--- src/rtl/multicycle_control.sv ---
// Moore sequencer and ALU decoder for the multi-cycle RV32I datapath.
// Instructions take 3-5 cycles; mem_ready=0 stretches FETCH, MEMREAD and MEMWRITE.
module multicycle_control #(
   parameter int STATE_W = 4
) (
   input  logic               clk,
   input  logic               rst_n,
   input  logic [6:0]         op_code,
   input  logic [2:0]         func3,
   input  logic [6:0]         func7,
   input  logic               zero,
   input  logic               mem_ready,
   output logic               pc_write,
   output logic               adr_src,
   output logic               mem_read,
   output logic               mem_write,
   output logic               ir_write,
   output logic               reg_write,
   output logic [1:0]         result_src,
   output logic [1:0]         alu_src_a,
   output logic [1:0]         alu_src_b,
   output logic [2:0]         imm_type,
   output logic [2:0]         alu_control,
   output logic               illegal_op,
   output logic [STATE_W-1:0] state
);

   typedef enum logic [STATE_W-1:0] {
      S_FETCH    = 0,
      S_DECODE   = 1,
      S_MEMADR   = 2,
      S_MEMREAD  = 3,
      S_MEMWB    = 4,
      S_MEMWRITE = 5,
      S_EXEC_R   = 6,
      S_EXEC_I   = 7,
      S_ALUWB    = 8,
      S_JAL      = 9,
      S_BEQ      = 10,
      S_TRAP     = 11
   } state_t;

   localparam logic [6:0] OP_LOAD  = 7'b0000011;
   localparam logic [6:0] OP_STORE = 7'b0100011;
   localparam logic [6:0] OP_RTYPE = 7'b0110011;
   localparam logic [6:0] OP_ITYPE = 7'b0010011;
   localparam logic [6:0] OP_JAL   = 7'b1101111;
   localparam logic [6:0] OP_BEQ   = 7'b1100011;

   state_t     state_q, state_d;
   logic [1:0] alu_op;
   logic       pc_write_c, mem_read_c, mem_write_c, ir_write_c, reg_write_c;
   logic       unused_func7;

   assign unused_func7 = ^{func7[6], func7[4:0]};

   always_ff @(posedge clk or negedge rst_n) begin
      if (!rst_n) state_q <= S_FETCH;
      else        state_q <= state_d;
   end

   always_comb begin
      state_d     = state_q;
      pc_write_c  = 1'b0;
      adr_src     = 1'b0;
      mem_read_c  = 1'b0;
      mem_write_c = 1'b0;
      ir_write_c  = 1'b0;
      reg_write_c = 1'b0;
      result_src  = 2'b00;
      alu_src_a   = 2'b00;
      alu_src_b   = 2'b00;
      alu_op      = 2'b00;
      illegal_op  = 1'b0;
      case (state_q)
         S_FETCH: begin
            mem_read_c = 1'b1;
            alu_src_b  = 2'b10;
            result_src = 2'b10;
            ir_write_c = mem_ready;
            pc_write_c = mem_ready;
            if (mem_ready) state_d = S_DECODE;
         end
         S_DECODE: begin
            alu_src_a = 2'b01;
            alu_src_b = 2'b01;
            case (op_code)
               OP_LOAD, OP_STORE: state_d = S_MEMADR;
               OP_RTYPE:          state_d = S_EXEC_R;
               OP_ITYPE:          state_d = S_EXEC_I;
               OP_JAL:            state_d = S_JAL;
               OP_BEQ:            state_d = S_BEQ;
               default:           state_d = S_TRAP;
            endcase
         end
         S_MEMADR: begin
            alu_src_a = 2'b10;
            alu_src_b = 2'b01;
            state_d   = (op_code == OP_LOAD) ? S_MEMREAD : S_MEMWRITE;
         end
         S_MEMREAD: begin
            mem_read_c = 1'b1;
            adr_src    = 1'b1;
            if (mem_ready) state_d = S_MEMWB;
         end
         S_MEMWB: begin
            result_src  = 2'b01;
            reg_write_c = 1'b1;
            state_d     = S_FETCH;
         end
         S_MEMWRITE: begin
            mem_write_c = 1'b1;
            adr_src     = 1'b1;
            if (mem_ready) state_d = S_FETCH;
         end
         S_EXEC_R: begin
            alu_src_a = 2'b10;
            alu_op    = 2'b10;
            state_d   = S_ALUWB;
         end
         S_EXEC_I: begin
            alu_src_a = 2'b10;
            alu_src_b = 2'b01;
            alu_op    = 2'b10;
            state_d   = S_ALUWB;
         end
         S_ALUWB: begin
            reg_write_c = 1'b1;
            state_d     = S_FETCH;
         end
         // PC takes the target from ALUOut while the ALU forms oldPC+4 for the link.
         S_JAL: begin
            alu_src_a  = 2'b01;
            alu_src_b  = 2'b10;
            pc_write_c = 1'b1;
            state_d    = S_ALUWB;
         end
         S_BEQ: begin
            alu_src_a  = 2'b10;
            alu_op     = 2'b01;
            pc_write_c = zero;
            state_d    = S_FETCH;
         end
         S_TRAP: begin
            illegal_op = 1'b1;
         end
         default: state_d = S_TRAP;
      endcase
   end

   always_comb begin
      case (op_code)
         OP_STORE: imm_type = 3'b001;
         OP_BEQ:   imm_type = 3'b010;
         OP_JAL:   imm_type = 3'b011;
         default:  imm_type = 3'b000;
      endcase
   end

   always_comb begin
      alu_control = 3'b111;
      case (alu_op)
         2'b00: alu_control = 3'b000;
         2'b01: alu_control = 3'b001;
         2'b10: begin
            case (func3)
               3'b000:  alu_control = (op_code[5] & func7[5]) ? 3'b001 : 3'b000;
               3'b110:  alu_control = 3'b011;
               3'b111:  alu_control = 3'b010;
               default: alu_control = 3'b111;
            endcase
         end
         default: alu_control = 3'b111;
      endcase
   end

   // Strobes are gated by rst_n so they fall with the reset edge, not the next clock.
   assign pc_write  = pc_write_c  & rst_n;
   assign mem_read  = mem_read_c  & rst_n;
   assign mem_write = mem_write_c & rst_n;
   assign ir_write  = ir_write_c  & rst_n;
   assign reg_write = reg_write_c & rst_n;
   assign state     = state_q;

endmodule

--- config.mk ---
export PLATFORM = sky130hd
export DESIGN_NAME = multicycle_control
export DESIGN_NICKNAME = d
export VERILOG_FILES = /design/src/rtl/multicycle_control.sv
export SDC_FILE = /design/constraint.sdc
export NUM_CORES = 1
export LEC_CHECK = 0
export CAP_MARGIN = 5
export CORE_AREA = 2 2 45 47
export DETAILED_ROUTE_END_ITERATION = 7
export DIE_AREA = 0 0 47 49
export PLACE_DENSITY_LB_ADDON = 0.2
export SLEW_MARGIN = 25
export SYNTH_ARGS = -nofsm -noshare
export SYNTH_HDL_FRONTEND = slang
export SYNTH_SLANG_ARGS = --single-unit
--- constraint.sdc ---
create_clock -name clk -period 2 [get_ports clk]
set_clock_uncertainty 0.05 [all_clocks]
set_input_delay 0.2 -clock clk [delete_from_list [all_inputs] [get_ports clk]]
set_output_delay 0.2 -clock clk [all_outputs]
set_load 0.1 [all_outputs]
=== Yosys cells after proc, flatten, opt, wreduce, memory -nomap -nowiden ===
Index checks and enable logic that the tools add are counted.

* Register bits: 4
* Output and inout port bits: 23

* Reduce and logical (&&, ||, !) cells: 15
* Equal/unequal tests: 24
* Bitwise operators: 7
* Mux-type cells: 21

{| class="wikitable"
|+ Operators by type and width
! kind !! number
|-
| case mux 4 bit (8 select lines) || 1
|-
| case mux 4 bit (5 select lines) || 1
|-
| case mux 3 bit (3 select lines) || 2
|-
| == test 4 x 3 -> 1 bit, second input constant || 4
|-
| == test 4 bit, second input constant || 4
|-
| case mux 2 bit (2 select lines) || 4
|-
| == test 7 x 6 -> 1 bit, second input constant || 2
|-
| == test 7 bit, second input constant || 2
|-
| OR reduction 2 bit || 7
|-
| two-way mux 4 bit || 3
|-
| OR reduction 3 bit || 3
|-
| == test 4 x 2 -> 1 bit, second input constant || 2
|-
| == test 7 x 2 -> 1 bit, second input constant || 1
|-
| == test 7 x 5 -> 1 bit, second input constant || 1
|-
| two-way mux 1 bit || 7
|-
| AND 1 bit || 6
|-
| == test 3 bit, second input constant || 2
|-
| != test 2 bit, second input constant || 3
|-
| case mux 2 bit (3 select lines) || 1
|-
| == test 4 x 1 -> 1 bit, second input constant || 1
|-
| zero test 4 bit || 1
|-
| AND reduction 4 bit || 1
|-
| OR reduction 4 bit || 1
|-
| zero test 3 bit || 1
|-
| 6 further kinds || 6
|}

=== Logic depth before layout (Yosys ltp) ===
* Depth after elaboration: 5
* Mapped depth: 6
* Mapped depth without buffers: 4

=== Worst setup path after synthesis ===
OpenSTA, ideal clock, no wires.

* Kind: register to output
* Start: register state_q[3], in the netlist state[3]
* End: output port ir_write
* Data arrival time: 5.087 ns
* Cell stages (with the launch flop): 4
* Path buffers: 1
* Data required time: 1.750 ns
* Setup slack: -3.337 ns
* Cell sequence: dfrtp_1 buf_6 nor4_1 and3_1

* Longest elaborated chain between the ends: 3

{| class="wikitable"
|+ Ends and longest elaborated chain
! element !! line !! text
|-
| start, declared || 50 || <nowiki>state_t state_q, state_d;</nowiki>
|-
| start signal, assigned || 59 || <nowiki>else state_q <= state_d;</nowiki>
|-
| zero test 4 bit || 75 || <nowiki>case (state_q)</nowiki>
|-
| two-way mux 1 bit || 75 ||
|-
| AND 1 bit || 181 || <nowiki>assign ir_write = ir_write_c & rst_n;</nowiki>
|-
| end, declared || 17 || <nowiki>output logic ir_write,</nowiki>
|}

No other way between the ends.

=== Worst setup path after layout ===
* Start: register state_q[0], in the netlist state[0]
* End: output port pc_write

* Longest elaborated chain between the ends: 3
* Elaborated cells between the ends (all ways): 5
* Classes of those cells: 2 x eq/ne; 1 x mux; 1 x bitwise; 1 x reduce/logical

{| class="wikitable"
|+ Ends and longest elaborated chain
! element !! line !! text
|-
| == test 4 bit or zero test 4 bit (tied branches) || 75 ||
|-
| case mux 1 bit (3 select lines) * || 75 ||
|-
| AND 1 bit * || 178 || <nowiki>assign pc_write = pc_write_c & rst_n;</nowiki>
|-
| end, declared || 13 || <nowiki>output logic pc_write,</nowiki>
|}

Mark *: on every way between the ends. The rest lies on a longest branch, timed or not.

==> run metrics <==
crit-path max cell delay=0.52 ns; Max Cap Violations=0; dpl cells=between 150 and 200; Post-Syn Area=648 um^2; Slew Limit Fails=0; first-pass iteration count of the detailed router=4; Hold Violations, Final=0; final cell count without fillers=161; gr ovfl total=0; Synth warnings=0; CP max stage cell=dfrtp_4; Worst Setup Start Kind=flip-flop; fraction of final layout cells sized beyond drive strength 1=between 40% and 50%; Critical R2R Launch=state[3]$_DFFE_PN0P_; synthesized area per cell=between 6 and 7 um^2; Bufs on Longest Clock Path=2; share of the synthesized area in the top cell type=15.4%; Routed Antenna Nets=0; worst path cell trace=nand2b_4 > o21ai_1 > a22oi_2 > nor3b_4 > buf_12; crit share post-route=96.1%; # clock sinks=4; core area=roughly 1800 um^2; CP Capture Type=output port; Final HPWL DP=1840 um; RR Endpoint=state[1]$_DFFE_PN0P_; register area share after synthesis=15.4%; clk_lat worst skew=between 0.2 and 0.25 ns; WL/cell=14.7 um; First DRT Iteration DRCs=40; aggregate routed wire length=between 2000 and 2500 um; Synthesized Nets=117; cts bufs inserted=3; vias in the first global route=843; all-layer global routing usage=between 20% and 30%; WHS=0.197 ns; f_max=520 MHz; Die H=49 um; starting density of the core=35.2%; Worst EP arrival=1.67 ns; commonest non-fill, non-tap cells in the layout=buf_12, clkdlybuf4s50_1, buf_4; NumNets Final=157; Bufs and invs on worst path=1; Top delay family on crit path=flip-flops; setup_tns=0 ns; via-per-instance ratio=5.58; initial antenna violation count=0; crit path max fanout=10; DRC violations left=0; Hold Path Class=input pin to asynchronous set/reset pin; RSZ-0062 raised after global routing=false; CTS tree=done; register bit count reported by yosys=4; area leader, netlist=dfrtp_1; I/O pins=44; number of flip-flops in the largest register=4; status=finished clean; WS Path Type=flip-flop to output port; Die ar.=2300 um^2; worst r2r path cells=3; largest cells by area after synthesis=dfrtp_1, nor2_1, and3_1; minimum clock period=1.92 ns; Required @ worst endpoint=1.75 ns; first-pass GRT wire length=3750 um; GP Congestion=0.873; clock-pin slew on the worst setup and hold paths=0.04 ns; Max H-tree Level=1; flop-to-flop setup slack=~0.40 ns; Port-buffer cells=36; setup violators final=0; Ant. Diodes=0; row count=16; Post-Syn Instances=96; Layout area overhead=123%; most common library cell in the layout ignoring fill and taps=buf_12; largest net degree at the start of global routing=20; die width=~47 um; root buffer cell=clkbuf_4; Distinct cells, synth=between 40 and 50; DR vias=around 900
## Yosys cell counts
| cell type | n |
|---|---|
| mux2i_1 | 1 |
| xor2_1 | 1 |
| nor4_1 | 1 |
| o211ai_1 | 1 |
| or4_4 | 1 |
| nand2b_4 | 1 |
| conb_1 | 1 |
| nand4b_1 | 1 |
| buf_6 | 1 |
| nor2_1 | 12 |
| a21boi_0 | 1 |
| maj3_1 | 1 |
| a211oi_1 | 1 |
| o32a_1 | 1 |
| nor3_2 | 1 |
| nand3_1 | 4 |
| inv_1 | 4 |
| a21oi_1 | 6 |
| and3b_1 | 1 |
| nor3_1 | 4 |
| buf_2 | 4 |
| o2111ai_1 | 1 |
| and4_1 | 1 |
| o21bai_1 | 1 |
| clkbuf_1 | 2 |
| o21ai_0 | 4 |
| nand3b_1 | 1 |
| nand4_1 | 2 |
| xnor2_1 | 2 |
| or2_2 | 1 |
| nand2b_1 | 5 |
| nor2b_1 | 3 |
| a22oi_1 | 1 |
| and3_1 | 5 |
| and2_1 | 1 |
| buf_4 | 1 |
| dfrtp_1 | 4 |
| o21ai_1 | 1 |
| o311ai_1 | 1 |
| nor3b_1 | 2 |
| or3_1 | 2 |
| nand2_1 | 6 |
## area by class of cell
type	instances	area (um^2)
clock buffers	3	22.5
multi-input cells	80	641
fillers	136	394
flip-flops and latches	4	115
inverters	4	15.0
well taps	27	33.8
repair buffers	43	621
## worst max-delay path by stage
| stage | endpoint | slack [ns] | cells past startpoint | startpoint |
|---|---|---|---|---|
| 3_3_place_gp | alu_control[0] | 0.17 | 6 | func3[1] |
| 3_5_place_dp | alu_control[0] | 0.10 | 6 | func3[1] |
| 4_1_cts | pc_write | 0.03 | 5 | state[0]$_DFFE_PN0P_ |
| 6_report | pc_write | 0.08 | 5 | state[0]$_DFFE_PN0P_ |
| 5_1_grt | alu_control[0] | 0.02 | 6 | func3[1] |
| 2_1_floorplan | ir_write | -0.79 | 3 | state[2]$_DFFE_PN0P_ |
## through the flow
| stage | setup slack (ns) | utilization [%] | instance area, um^2 |
|---|---|---|---|
| after CTS | 0.0300 | 77.0 | 1420 |
| after detailed placement | 0.100 | 75.7 | 1400 |
| after global routing | 0.0201 | 78.6 | 1450 |
| after floorplan | -0.786 | - | 835 |
| after global placement | 0.167 | 75.7 | 1400 |
| final | 0.0786 | 78.6 | 1450 |
## metal layers
metal	global-route usage [%]	share of wire [%]
met1	26.2	36
met2	36.8	56
met3	4.07	6.6
met4	12.0	1.9
met5	0	0
## kinds of logic (layout without fill, tap and decap cells)
| kind of cell | count (synthesis) | count (layout) | share of synthesized area [%] |
|---|---|---|---|
| buffers and inverters | 12 | 50 | 9.46 |
| AO/OA/AOI/OAI | 19 | 19 | 18.5 |
| other | 1 | 1 | 0.579 |
| flip-flops | 4 | 4 | 15.4 |
| adder cells (fa/ha/maj) | 1 | 1 | 1.54 |
| XOR/XNOR | 3 | 3 | 4.05 |
| multiplexers | 1 | 1 | 1.54 |
| AND/OR/NAND/NOR | 55 | 55 | 48.8 |
## what timing repair did
action | in CTS | in global routing
setup buffers | 0 | 4
setup endpoints to repair | 0 | 1
resized for setup | 0 | 0
hold buffers | 0 | 0
Power is left out: the tool's default activity adds up to more than one toggle a clock period on the data nets, which glitch-free logic cannot reach.
